File: src/rtl/exu_shift_arbiter_ysyx23060136.sv
// exu_shift_arbiter_ysyx23060136: two-port arbitrated barrel shifter with a registered result; define EXU_SHIFT_ARB_RR_EN for round-robin tie-break (fixed port-0 priority otherwise)
module exu_shift_arbiter_ysyx23060136 #(
    parameter int DATA_W  = 32,
    parameter int SHAMT_W = 5
) (
    input  logic               clk,
    input  logic               rst,
    input  logic               req0_valid,
    output logic               req0_ready,
    input  logic [DATA_W-1:0]  req0_din,
    input  logic [SHAMT_W-1:0] req0_shamt,
    input  logic               req0_lr,
    input  logic               req0_al,
    input  logic               req1_valid,
    output logic               req1_ready,
    input  logic [DATA_W-1:0]  req1_din,
    input  logic [SHAMT_W-1:0] req1_shamt,
    input  logic               req1_lr,
    input  logic               req1_al,
    output logic               rsp0_valid,
    input  logic               rsp0_ready,
    output logic               rsp1_valid,
    input  logic               rsp1_ready,
    output logic [DATA_W-1:0]  rsp_dout,
    output logic               busy
);
    typedef enum logic {EMPTY, FULL} state_t;
    state_t state, next_state;
    logic out_vld, out_id, last_gnt;
    logic [DATA_W-1:0] out_data, din, res;
    logic signed [DATA_W-1:0] sra;
    logic [SHAMT_W-1:0] shamt;
    logic rr_pick, gnt, drain, can_accept, accept, lr, al;
    assign out_vld    = (state == FULL);
    assign rsp0_valid = out_vld & ~out_id;
    assign rsp1_valid = out_vld & out_id;
    assign rsp_dout   = out_data;
    assign busy       = out_vld;
    // grant, handshake, shared shifter and next state
    always_comb begin
`ifdef EXU_SHIFT_ARB_RR_EN
        rr_pick    = ~last_gnt;
`else
        rr_pick    = 1'b0 & last_gnt;
`endif
        gnt        = req1_valid & (~req0_valid | rr_pick);
        drain      = out_vld & (out_id ? rsp1_ready : rsp0_ready);
        can_accept = ~out_vld | drain;
        req0_ready = can_accept & ~gnt;
        req1_ready = can_accept & gnt;
        accept     = gnt ? req1_valid & req1_ready : req0_valid & req0_ready;
        din        = gnt ? req1_din : req0_din;
        shamt      = gnt ? req1_shamt : req0_shamt;
        lr         = gnt ? req1_lr : req0_lr;
        al         = gnt ? req1_al : req0_al;
        sra        = $signed(din) >>> shamt;
        res        = lr ? din << shamt : al ? sra : din >> shamt;
        next_state = accept ? FULL : drain ? EMPTY : state;
    end
    // result-slot occupancy
    always_ff @(posedge clk) begin
        state <= rst ? EMPTY : next_state;
    end
    // latch result, owner and last grant on accept
    always_ff @(posedge clk) begin
        if (rst) begin
            out_data <= '0;
            out_id   <= 1'b0;
            last_gnt <= 1'b1;
        end else if (accept) begin
            out_data <= res;
            out_id   <= gnt;
            last_gnt <= gnt;
        end
    end
endmodule

File: config.mk
export PLATFORM = sky130hd
export DESIGN_NAME = exu_shift_arbiter_ysyx23060136
export DESIGN_NICKNAME = d
export VERILOG_FILES = /design/src/rtl/exu_shift_arbiter_ysyx23060136.sv
export SDC_FILE = /design/constraint.sdc
export NUM_CORES = 1
export LEC_CHECK = 0
export CAP_MARGIN = 25
export CELL_PAD_IN_SITES_DETAIL_PLACEMENT = 0
export CELL_PAD_IN_SITES_GLOBAL_PLACEMENT = 1
export CORE_MARGIN = 2
export CORE_UTILIZATION = 34
export DETAILED_ROUTE_END_ITERATION = 8
export MAX_ROUTING_LAYER = met4
export PLACE_DENSITY_LB_ADDON = 0.1
export REMOVE_ABC_BUFFERS = 1
export SYNTH_ARGS = -nofsm -noshare
export SYNTH_HDL_FRONTEND = slang
export SYNTH_SLANG_ARGS = --single-unit
File: constraint.sdc
create_clock -name clk -period 2.79 [get_ports clk]
set_input_delay 0.6975 -clock clk [delete_from_list [all_inputs] [get_ports clk]]
set_output_delay 0.6975 -clock clk [all_outputs]
set_load 0.005 [all_outputs]
**Word level (Yosys, flattened, before mapping)**

Cells that the tools add are included.

- Bitwise gates (word level): 13
- Shift operators: 3
- Mux-type cells: 10
- Reduce and logical (&&, ||, !) cells: 1

Operator list:

| cell | number |
|---|---|
| $mux 32 | 3 |
| $shl 32x5->32 | 1 |
| $shr 32x5->32 | 1 |
| $sshr 32x5->32 | 1 |
| $and 1x1->1 | 8 |
| $mux 1 | 6 |
| $mux 5 | 1 |
| $not 1->1 | 4 |
| $reduce_bool 2->1 | 1 |
| $or 1x1->1 | 1 |

- Input port bits: 84
- Output and inout port bits: 37
- Flip-flop bits (word level): 34
- Logic and storage cells: 30

**Longest topological paths before layout**

- Depth after elaboration: 7
- Depth in mapped cells: 11
- Mapped depth without buffers: 7

**Least setup slack after synthesis**

No wires, ideal clock.

- Kind: in2reg
- From: in req1_shamt[0]
- To: reg out_data[21] (netlist: rsp_dout[21])
- Arrival: 2.562 ns
- Required time: 2.671 ns
- Buffers on the path: 1
- Library setup time: 0.119 ns
- Stages: 8
- Setup slack: 0.110 ns
- Cell sequence: buf_2 -> and4bb_2 -> a31o_1 -> or2_1 -> mux4_2 -> a221oi_2 -> o311ai_1 -> o221a_1

- Longest elaborated chain between the ends: 4
- Elaborated cells on any way between the ends: 6
- Those cells by class: shift (3); mux (3)

RTL lines:

| item | RTL line | RTL |
|---|---|---|
| start: declaration | 17 | `input logic [SHAMT_W-1:0] req1_shamt,` |
| $mux 5 (*) | 53 | `shamt = gnt ? req1_shamt : req0_shamt;` |
| $shr 32x5->32 or $sshr 32x5->32 (tied branches) | 57, 56 |  |
| $mux 32 | 57 | `res = lr ? din << shamt : al ? sra : din >> shamt;` |
| $mux 32 (*) | 57 |  |
| end signal: assignment | 71 | `out_data <= res;` |
| end: declaration | 30 | `logic [DATA_W-1:0] out_data, din, res;` |

Every way passes the cells marked *; elsewhere a longest branch is shown, timed or not.
A chain may end at the register's enable or synchronous reset.

**Worst setup path after layout**

- From: in req0_valid
- To: reg out_data[21] (netlist: rsp_dout[21])

- Longest elaborated chain between the ends: 6
- Elaborated cells on any way between the ends: 17
- Those cells by class: shift (3); mux (7); bitwise (7)

RTL lines:

| item | RTL line | RTL |
|---|---|---|
| start: declaration | 8 | `input logic req0_valid,` |
| $not 1->1 | 46 | `gnt = req1_valid & (~req0_valid \| rr_pick);` |
| $and 1x1->1 | 46 |  |
| $mux 32, or another cell as far along | 52 | `din = gnt ? req1_din : req0_din;` |
| $shr 32x5->32, or another cell as far along | 57 |  |
| $mux 32 or $and 1x1->1 (tied branches) | 57, 51 |  |
| $mux 32 or $mux 1 (tied branches) | 57, 51 |  |

Several ways; a longest one is shown, not always the timed one.

==> flow_metrics.env <==
export IMPL_fp_dieH_um=135
export IMPL_worstPathCellList="buf_8 > nand2b_4 > buf_12 > buf_8 > mux2i_4 > or2_1 > mux4_2 > a221oi_2 > o311ai_2 > o221a_1"
export IMPL_power_per_cell_area_mw_per_mm2=342
export IMPL_slowest_stage="mux4_2"
export IMPL_grt_overflow=0
export IMPL_drv_cap=0
export IMPL_hold_start="rsp_dout[18]$_SDFFE_PP0P_"
export IMPL_vias=9285
export IMPL_grt_pass1_wl_um=54100
export IMPL_power_w=0.00352
export IMPL_gp_congestion=1.11
export IMPL_yosysSeqAreaShare_pct=11.7
export IMPL_grt_max_degree=26
export IMPL_hold_ws_ns=0.491
export IMPL_firstDrtPassIters=6
export IMPL_n_antenna_cell=0
export IMPL_io_pins=121
export IMPL_r2r_start="out_id$_SDFFE_PP0P_"
export IMPL_cp_slowest_stage_delay_ns=0.55
export IMPL_startpoint_type="input pin"
export IMPL_coreArea_mm2=0.0167
export IMPL_synth_cell_types=78
export IMPL_htree_levels=2
export IMPL_cts_root_buffer="clkbuf_16"
export IMPL_cp_buffers_inverters=3
export IMPL_rsz0062_at_grt="yes"
export IMPL_min_period_ns=2.85
export IMPL_violations="negative setup slack"
export IMPL_num_rows=47
export IMPL_path_clk_slew_ns=0.06
export IMPL_synth_cells=835
export IMPL_pwr_share_clk_pct=16.6
export IMPL_drt_initial_drc_count=1144
export IMPL_power_leakage_nw=4.43
export IMPL_power_switching_w=0.00148
export IMPL_min_path_type="register to register"
export IMPL_insertion_delay_ns=0.28
export IMPL_skew_ns=0.00318
export IMPL_synth_seq_cells=34
export IMPL_p_comb_share_pct=66.9
export IMPL_path_max_fanout=6
export IMPL_clkSinkCount=34
export IMPL_worstPathRequired_ns=2.97
export IMPL_min_to="rsp_dout[18]$_SDFFE_PP0P_"
export IMPL_reg2reg_depth=8
export IMPL_dpl_cell_area_mm2=0.00940
export IMPL_ys_warn_count=0
export IMPL_netlist_area_mm2=0.00583
export IMPL_nNetsFinal=1302
export IMPL_crit_arrival_ns=3.02
export IMPL_drt_wl_total_um=36400
export IMPL_setup_ws_ns=-0.0567
export IMPL_critPathCaptureType="register"
export IMPL_portBuffers=120
export IMPL_crit_family="multiplexers"
export IMPL_fp_dieW_um=135
export IMPL_ant_nets=0
export IMPL_post_route_period_util_pct=102
export IMPL_seq_power_share_pct=16.5
export IMPL_vias_per_cell=6.45
export IMPL_async_reset_ff_share_pct=0
export IMPL_swShare_pct=42.0
export IMPL_gr_usage_all_layers_pct=40.0
export IMPL_post_route_drc_count=0
export IMPL_clock_path_buffers=2
export IMPL_antenna_found_initial=0
export IMPL_cts_tree="done"
export IMPL_ff2ff_setup_slack_ns=0.75
export IMPL_whs_path_depth=2
export IMPL_avgSynthCellArea_um2=6.99
export IMPL_fill_cells=1511
export IMPL_peakVddDrop_mv=0.210
export IMPL_wl_per_cell_um=25.3
export IMPL_cts_inserted_buffers=5
export IMPL_fin_area_mm2=0.0103
export IMPL_worst_pin_slew_ns=0.646
export IMPL_r2r_end="rsp_dout[24]$_SDFFE_PP0P_"
export IMPL_outcome="finished with violations"
export IMPL_synthToLayoutAreaGrowth_pct=76.2
export IMPL_maxSlewHeadroom_pct=56.3
export IMPL_dpl_hpwl_um=28100
export IMPL_die_area_mm2=0.0182
export IMPL_drive_above_1_share_pct=36.5
export IMPL_cp_common_cell="buf_8"
export IMPL_finish_utilization_pct=61.5
export IMPL_grt_pass1_vias=9320
export IMPL_final_max_slew_viol_count=0
export IMPL_hold_viol=0
export IMPL_fmax_mhz=351
export IMPL_critical_path_class="input pin to register"
export IMPL_setup_viol=3
export IMPL_start_util_pct=34.9
export IMPL_synth_edff_count=0
export IMPL_intPower_w=0.00204
export IMPL_synth_ff_type="dfxtp_1"
timing repair:
action | 4_1_cts | 5_1_grt
setup endpoints to repair | 34 | 32
setup buffers | 12 | 9
pin swaps | 13 | 9
gates cloned | 6 | 0
gates resized for setup | 76 | 38
hold buffers | 0 | 0
flip-flops by register name, summed over array words and instances (netlist names):
name      flops
busy          1
out_id        1
rsp_dout     32
worst max path at each step:
stage | from | end | slack, ns | depth (start not counted)
floorplan | req0_valid | rsp_dout[17]$_SDFFE_PP0P_ | -1.48 | 7
global placement | req1_valid | rsp_dout[26]$_SDFFE_PP0P_ | -0.88 | 10
detailed placement | req1_valid | rsp_dout[26]$_SDFFE_PP0P_ | -0.83 | 10
CTS | req0_shamt[1] | rsp_dout[8]$_SDFFE_PP0P_ | 0.02 | 10
global route | req0_valid | rsp_dout[21]$_SDFFE_PP0P_ | -0.10 | 10
finish | req0_valid | rsp_dout[21]$_SDFFE_PP0P_ | -0.06 | 10
Yosys cell counts (5+ instances only):
cell       instances  area (um2)
o22ai_1           17         106
o221ai_1           9        78.8
o211ai_1          13        97.6
and2_1             8        50.1
nand2_1          107         402
o21ai_0           49         245
clkbuf_1          28         105
a211oi_1          17         128
nor3_1            27         135
a221oi_1          15         131
a21oi_1           40         200
a31oi_1           25         156
mux2_2            16         180
nor2_1            92         345
mux2i_1           50         500
a32oi_1            5        43.8
a22o_1             5        43.8
a31o_2            17         149
a311oi_1          14         123
and4b_1            8        80.1
nand3_1           26         130
and3_1            10        62.6
nor4bb_1          26         260
o32ai_1            6        52.6
o2111ai_1          5        43.8
buf_2             36         180
a22oi_1           20         150
dfxtp_1           34         681
o31ai_1            7        52.6
a21o_1             7        52.6
per-layer routing:
layer  up-vias  GRT usage [%]  routed length (um)
met3       156           8.11                3690
li1       4083              -                   -
met2       634           61.1               16000
met5         -              -                   0
met1      4412           50.0               14600
met4         0           20.1                2140
area by class of cell:
cell class	instances	area (um2)	area share, %
Timing Repair Buffer	451	4050	39.4
Sequential cell	34	681	6.62
Clock buffer	7	143	1.39
Multi-Input combinational cell	722	5110	49.7
Tap cell	220	275	2.68
Inverter	4	15.0	0.146
Clock inverter	1	5.00	0.0487
tightest hold or removal path: cells and delay by family, from the launching register on:
family             cells  cell delay, ns
AOI/OAI and AO/OA      1            0.06
DFF                    1            0.33
and+or+nand+nor        1            0.07
power groups by stage:
stage | Clock, W | Sequential [W] | Combinational, W
finish | 0.000584 | 0.000582 | 0.00235
CTS | 0.000592 | 0.000581 | 0.00222
floorplan | 0 | 0.000586 | 0.000827
detailed placement | 0 | 0.000591 | 0.00208
global placement | 0 | 0.000590 | 0.00207
global route | 0.000621 | 0.000588 | 0.00245
cell usage in the layout (no fill, tap or decap), drive strengths merged, types with 20 or more instances in the layout:
cell and count:
o21ai 52, a31oi 25, mux2i 52, buf 331, nor2 92, nand3 26, nor3 28, a31o 20
clkdlybuf4s50 108, a21oi 40, dfxtp 34, a22oi 20, nor4bb 26, nand2 107
per-stage QoR:
step	worst slack (ns)	instances	TNS, ns
2_1_floorplan	-1.48	760	-40.48
3_3_place_gp	-0.879	1405	-22.85
3_5_place_dp	-0.828	1405	-23.57
4_1_cts	0.0195	1431	0
5_1_grt	-0.101	1439	-0.141
6_report	-0.0567	1439	-0.0751
cells by family (layout without fill, tap and decap cells):
family / count (synthesis) / after routing / synth area share [%]
simple gates: 328 / 328 / 28.3
buf+inv: 79 / 463 / 6.54
flops: 34 / 34 / 11.7
mux: 71 / 71 / 13.3
compound gates: 323 / 323 / 40.2
(Power assumes the default switching activity.)
